===== src/rtl/stream_to_vector.sv =====
// stream_to_vector
//   Deserializer that packs a stream of DWIDTH-bit samples into a
//   NUM_INPUTS-lane vector (lane k at bits [k*DWIDTH +: DWIDTH], first
//   accepted sample in lane 0). Double-buffered: a fill register collects
//   samples while the output register holds the last completed vector.
//   An accepted sample with i_dat_last closes the vector early; lanes that
//   were never written read zero.
//
// Ports
//   clk          in   clock, rising edge
//   rst          in   asynchronous active-high reset
//   i_dat        in   input sample
//   i_dat_valid  in   i_dat valid this cycle
//   i_dat_last   in   accepted sample closes the current vector
//   o_dat_ready  out  sample accepted this cycle when valid (registered)
//   o_vec        out  packed output vector
//   o_vec_count  out  number of filled lanes in o_vec (1..NUM_INPUTS)
//   o_vec_valid  out  o_vec / o_vec_count valid
//   i_vec_ready  in   downstream consumes o_vec this cycle
module stream_to_vector #(
    parameter int NUM_INPUTS = 16,
    parameter int DWIDTH     = 8
) (
    input  logic                         clk,
    input  logic                         rst,
    input  logic [DWIDTH-1:0]            i_dat,
    input  logic                         i_dat_valid,
    input  logic                         i_dat_last,
    output logic                         o_dat_ready,
    output logic [NUM_INPUTS*DWIDTH-1:0] o_vec,
    output logic [$clog2(NUM_INPUTS):0]  o_vec_count,
    output logic                         o_vec_valid,
    input  logic                         i_vec_ready
);

    localparam int IW = $clog2(NUM_INPUTS);
    localparam int CW = IW + 1;
    localparam int VW = NUM_INPUTS * DWIDTH;

    typedef enum logic {
        FILL,
        PEND
    } state_t;

    state_t          state_q, state_d;
    logic [VW-1:0]   fill_q, fill_d;
    logic [IW-1:0]   idx_q, idx_d;
    logic [VW-1:0]   vec_q, vec_d;
    logic [CW-1:0]   count_q, count_d;
    logic            valid_q, valid_d;
    logic            rdy_q, rdy_d;

    logic            accept;
    logic            pop;
    logic            complete;
    logic            slot_free;
    logic [VW-1:0]   fill_written;

    // rdy_q is only ever set while in FILL, so it fully qualifies acceptance.
    assign accept    = i_dat_valid && rdy_q;
    assign pop       = valid_q && i_vec_ready;
    assign complete  = accept && ((idx_q == IW'(NUM_INPUTS - 1)) || i_dat_last);
    assign slot_free = !valid_q || pop;

    always_comb begin
        fill_written = fill_q;
        for (int unsigned k = 0; k < NUM_INPUTS; k++) begin
            if (idx_q == IW'(k)) begin
                fill_written[k*DWIDTH +: DWIDTH] = i_dat;
            end
        end
    end

    // State register
    always_ff @(posedge clk or posedge rst) begin
        if (rst) begin
            state_q <= FILL;
        end else begin
            state_q <= state_d;
        end
    end

    // Next-state logic
    always_comb begin
        state_d = state_q;
        unique case (state_q)
            FILL: if (complete && !slot_free) state_d = PEND;
            PEND: if (pop)                    state_d = FILL;
            default:                          state_d = FILL;
        endcase
    end

    // Output / datapath next-state logic
    always_comb begin
        fill_d  = fill_q;
        idx_d   = idx_q;
        vec_d   = vec_q;
        count_d = count_q;
        valid_d = valid_q;
        rdy_d   = (state_d == FILL);

        if (pop) begin
            valid_d = 1'b0;
        end

        unique case (state_q)
            FILL: begin
                if (complete && slot_free) begin
                    vec_d   = fill_written;
                    count_d = CW'(idx_q) + CW'(1);
                    valid_d = 1'b1;
                    fill_d  = '0;
                    idx_d   = '0;
                end else if (complete) begin
                    // Held in PEND; idx stays on the last lane so the count
                    // can still be formed as idx+1 at transfer time.
                    fill_d = fill_written;
                end else if (accept) begin
                    fill_d = fill_written;
                    idx_d  = idx_q + IW'(1);
                end
            end
            PEND: begin
                if (pop) begin
                    vec_d   = fill_q;
                    count_d = CW'(idx_q) + CW'(1);
                    valid_d = 1'b1;
                    fill_d  = '0;
                    idx_d   = '0;
                end
            end
            default: ;
        endcase
    end

    always_ff @(posedge clk or posedge rst) begin
        if (rst) begin
            fill_q  <= '0;
            idx_q   <= '0;
            vec_q   <= '0;
            count_q <= '0;
            valid_q <= 1'b0;
            rdy_q   <= 1'b0;
        end else begin
            fill_q  <= fill_d;
            idx_q   <= idx_d;
            vec_q   <= vec_d;
            count_q <= count_d;
            valid_q <= valid_d;
            rdy_q   <= rdy_d;
        end
    end

    assign o_vec       = vec_q;
    assign o_vec_count = count_q;
    assign o_vec_valid = valid_q;
    assign o_dat_ready = rdy_q;

endmodule


===== config.mk =====
export PLATFORM = sky130hd
export DESIGN_NAME = stream_to_vector
export DESIGN_NICKNAME = d
export VERILOG_FILES = /design/src/rtl/stream_to_vector.sv
export SDC_FILE = /design/constraint.sdc
export NUM_CORES = 1
export LEC_CHECK = 0
export ABC_AREA = 1
export CORE_MARGIN = 2
export CORE_UTILIZATION = 25
export CTS_CLUSTER_DIAMETER = 50
export DETAILED_ROUTE_END_ITERATION = 8
export DONT_BUFFER_PORTS = 1
export GPL_TIMING_DRIVEN = 0
export MAX_ROUTING_LAYER = met4
export SKIP_CTS_REPAIR_TIMING = 1
export SYNTH_ARGS = -nofsm -noshare
export SYNTH_HDL_FRONTEND = slang
export SYNTH_SLANG_ARGS = --single-unit

===== constraint.sdc =====
create_clock -name clk -period 13.2 [get_ports clk]
set_clock_uncertainty 0.05 [all_clocks]
set_input_delay 3.96 -clock clk [delete_from_list [all_inputs] [get_ports clk]]
set_output_delay 3.96 -clock clk [all_outputs]
set_load 0.02 [all_outputs]

# Word-level counts from Yosys, hierarchy flattened
# Cells that the tools add are included.
[totals]
wordCells = 83
input_bits = 13
output_inout_bits = 135
register_bits = 268
[classes]
n_eq_ne = 20
n_reduce_logical = 13
bitwise_logic = 2
mux = 39
add_sub_neg = 2
[op_table]
columns = ["op", "n"]
rows = [
  ["two-way mux 128 bit", 6],
  ["case mux 128 bit (2 select lines)", 2],
  ["two-way mux 8 bit", 16],
  ["equality test 4 bit (second input constant)", 8],
  ["equality test 4 x 3 -> 1 bit (second input constant)", 4],
  ["two-way mux 4 bit", 4],
  ["two-way mux 5 bit", 2],
  ["case mux 5 bit (2 select lines)", 1],
  ["equality test 4 x 2 -> 1 bit (second input constant)", 2],
  ["case mux 4 bit (2 select lines)", 1],
  ["inequality test 3 bit (second input constant)", 2],
  ["adder 4 x 1 -> 5 bit (second input constant)", 1],
  ["logical AND 1 bit", 5],
  ["two-way mux 1 bit", 5],
  ["adder 4 x 1 -> 4 bit (second input constant)", 1],
  ["equality test 4 x 1 -> 1 bit (second input constant)", 1],
  ["logical NOT 4 bit", 1],
  ["inequality test 4 bit (second input constant)", 1],
  ["case mux 1 bit (2 select lines)", 2],
  ["AND reduction 2 bit", 2],
  ["AND reduction 3 bit", 1],
  ["logical NOT 1 bit", 2],
  ["logical OR 1 bit", 2],
  ["inequality test 2 x 1 -> 1 bit (second input constant)", 1],
  ["other kinds (2)", 3],
]

# Longest topological paths before layout
[depth]
word_depth = 7
ltp_mapped = 10
ltp_nobuf = 9

# Least setup slack after synthesis
# OpenSTA, ideal clock, no wires.
[synth_timing]
path_kind = "in2reg"
start = "input port i_vec_ready"
end = "register fill_q[0]"
t_arrival_ns = 4.843
stages = 7
setup_time_ns = 0.133
t_required_ns = 13.017
setup_slack_ns = 8.174
path_buffers = 2
path_cell_list = "nand2_1 > nand2_1 > nand2_1 > inv_1 > clkbuf_1 > clkbuf_1 > o22ai_1"
[synth_between]
elab_chain_cells = 5
elab_cells_between_ends = 8
cone_classes = "2 x eq/ne; 2 x mux; 4 x reduce/logical"
[synth_lines]
columns = ["item", "line", "text"]
rows = [
  ["from (decl)", "33", "input logic i_vec_ready"],
  ["logical AND 1 bit (*)", "61", "assign pop = valid_q && i_vec_ready;"],
  ["logical OR 1 bit", "63", "assign slot_free = !valid_q || pop;"],
  ["logical AND 1 bit", "108", "if (complete && slot_free) begin"],
  ["inequality test 4 bit (no line) or two-way mux 128 bit (tied branches)", "--", ""],
  ["AND reduction 2 bit (no line) or case mux 128 bit (2 select lines) (tied branches)", "--", ""],
  ["to (signal assigned)", "145", "fill_q <= fill_d;"],
  ["to (decl)", "46", "logic [VW-1:0] fill_q, fill_d;"],
]
# Every way passes the cells marked *; elsewhere a longest branch is shown, timed or not.
# A chain may end at the register's enable or synchronous reset.

# Final worst setup path
[layout_timing]
start = "input port i_vec_ready"
end = "register vec_q[0], in the netlist o_vec[0]"
[layout_between]
elab_chain_cells = 5
elab_cells_between_ends = 6
cone_classes = "2 x eq/ne; 4 x reduce/logical"
[layout_lines]
columns = ["item", "line", "text"]
rows = [
  ["logical AND 1 bit (*)", "61", ""],
  ["logical OR 1 bit", "63", ""],
  ["logical AND 1 bit", "108", ""],
  ["inequality test 2 bit (no line)", "--", ""],
  ["AND reduction 2 bit (no line) (*)", "--", ""],
  ["to (signal assigned)", "147", "vec_q <= vec_d;"],
  ["to (decl)", "48", "logic [VW-1:0] vec_q, vec_d;"],
]
# Marked as above.

==> results.cfg <==
[run_status]
outcome = finished, final reports clean

[setup_path]
cp_max_fo = 10
rr_startpoint = idx_q[0]
path_class = in2reg
worst_r2r_path_depth = 9
end_kind = register
r2r_slack_ns = 10.50
reg2reg_to = o_vec[0]
cp-start-kind = primary input
required_ns = 13.60
cp.arrival_ns = 5.76

[clocking]
cts_tree = done
clk_pin_slew_worst_paths_ns = 0.05
insertion_delay_ns = 0.52
cts-root-buf = clkbuf_16
htreeDepth = 2
clockBufferDepth = 3
cts-buffers-inserted = 34
cts_sinks = 268

[drt]
dr.first_iter.drc_count = 1237
vias = 12402
ant_nets = 0
drc = 0
wl_per_cell_um = 17.3
drt_pass1_iterations = 5
routed_via_density = 4.82
drt_wl_total_um = 44600

[power_and_ir_drop]
ir_drop_uv = 93.8
p_int_mw = 1.99
power_frac_comb_pct = 36.5
power_density_mw_per_mm2 = 235
power_mw = 3.62
sw_frac_of_total_pct = 45.2
p_switching_mw = 1.64
p_leak_nw = 8.26
seqPwrFrac_pct = 37.3
power.share.clock_pct = 26.2

[timing]
rsz0062_at_grt = false
finalSetupViolations = 0
slew_violations = 0
whs_ns = 0.460
setup-tns-final_ns = 0
period_needed_ns = 5.37
fin_ws_ns = 7.83
max_freq_ghz = 0.186
tightestPinTransition_ns = 1.03
hold_viol_final = 0
timing.final.crit_share_pct = 40.7
relSlewSlack_pct = 31.5

[hold_path]
hp-start = fill_q[77]
hold_class = reg2reg
min_path_cells = 2
min_to = fill_q[77]

[cells_and_area]
layout_commonest_cell = nand2_1
finalNonFillerCells = 2571
n_antenna_cell = 0
final_net_count = 1878
drive_above_1_share_pct = 6.11
final_area_mm2 = 0.0154
syn_to_final_growth_pct = 15.3
final_cell_mix = nand2_1, nand3_1, dfrtp_1
post-route-util_pct = 29.2

[die]
fp.dieArea_mm2 = 0.0554
die_h_um = 235
row_count = 84
die_w_um = 235
start_util_pct = 25.4
ios = 148
core-area_mm2 = 0.0528

[place]
routabilityCongestion = 0.853
place_ws_ns = 7.29
dpl.cell_count = 2513
dp_hpwl_um = 31000
portBuffers = 0
place_area_mm2 = 0.0143

[synth]
yosysWarningCount = 0
syn_nets = 1840
yosysSeqAreaShare_pct = 50.1
ys_seq_elements = 268
synth_cells = 1823
synth_cell_types = 19
avgSynthCellArea_um2 = 7.34
syn_area_mm2 = 0.0134

[flow_run]
max_cap_violations = 0

[global_routing]
grt_use_total_pct = 16.3
grt_overflow_total = 0
grt_max_degree = 96
grt_pass1_vias = 11824
grt_pass1_wl_um = 69000
antenna_found_initial = 0
[cells in the mapped netlist]
cell | number | share of area, %
dfrtp_1 | 268 | 50
nand3_2 | 8 | 0.60
inv_2 | 1 | 0.028
o21ai_0 | 60 | 2.2
xor2_1 | 1 | 0.065
nand4_1 | 1 | 0.047
nor2_1 | 3 | 0.084
buf_2 | 42 | 1.6
nand2_1 | 822 | 23
buf_4 | 8 | 0.45
nand2_2 | 2 | 0.094
clkinv_1 | 1 | 0.028
o22ai_1 | 72 | 3.4
inv_1 | 156 | 4.4
nand3_1 | 306 | 11
nand4_4 | 1 | 0.16
ha_1 | 4 | 0.37
buf_1 | 13 | 0.36
clkbuf_1 | 54 | 1.5
[how the worst max path moves through the flow]
stage	startpoint	endpoint	slack, ns	cells past startpoint
floorplan	rst	fill_q[0]	1.81	1
global placement	rst	o_vec[24]	-1.36	1
detailed placement	i_vec_ready	o_vec[0]	7.29	6
CTS	i_vec_ready	o_vec[0]	7.83	6
global route	i_dat_valid	fill_q[102]	7.75	7
finish	i_vec_ready	o_vec[0]	7.83	6
[flip-flops by register name, summed over array words and instances (netlist names)]
name         flops
idx_q            4
o_vec          128
o_vec_valid      1
o_vec_count      5
fill_q         128
o_dat_ready      1
state_q          1
[worst max-delay path, cell delays in order]
cell and delay, ns:
nand3_1 0.55, nand2_2 0.51, buf_4 0.33, buf_4 0.23
nand2_1 0.09, nand2_1 0.08
[cells by family after synthesis]
| family | share of synthesized area, % |
|---|---|
| compound gates | 5.61 |
| fa+ha+maj | 0.374 |
| buf+inv | 8.33 |
| xor+xnor | 0.0655 |
| flops | 50.1 |
| simple gates | 35.5 |
[layout make-up]
class,instances,area (µm²)
Buffer,117,522
Sequential cell,268,6710
Fill cell,5679,37300
Timing Repair Buffer,2,55.1
Inverter,158,601
Multi-Input combinational cell,1280,5560
Clock inverter,13,190
Clock buffer,45,933
Tap cell,688,861
[per-layer routing]
metal  vias up  part of all wire [%]  track usage [%]  routed length (µm)
li1       5880                     -                -                   -
met4         0                   1.8             3.63                 804
met3        58                   8.6             3.95                3850
met1      5996                    43             21.1               19000
met5         -                     0                -                   0
met2       468                    47             25.9               20900
[power groups by stage]
stage / clock network, mW / registers (mW) / logic [mW]
after detailed placement: 0 / 1.37 / 1.31
final: 0.950 / 1.35 / 1.32
after global routing: 1.00 / 1.38 / 1.49
after global placement: 0 / 1.37 / 1.28
after CTS: 0.967 / 1.36 / 1.31
after floorplan: 0 / 1.29 / 0.946
(Power assumes the default switching activity.)
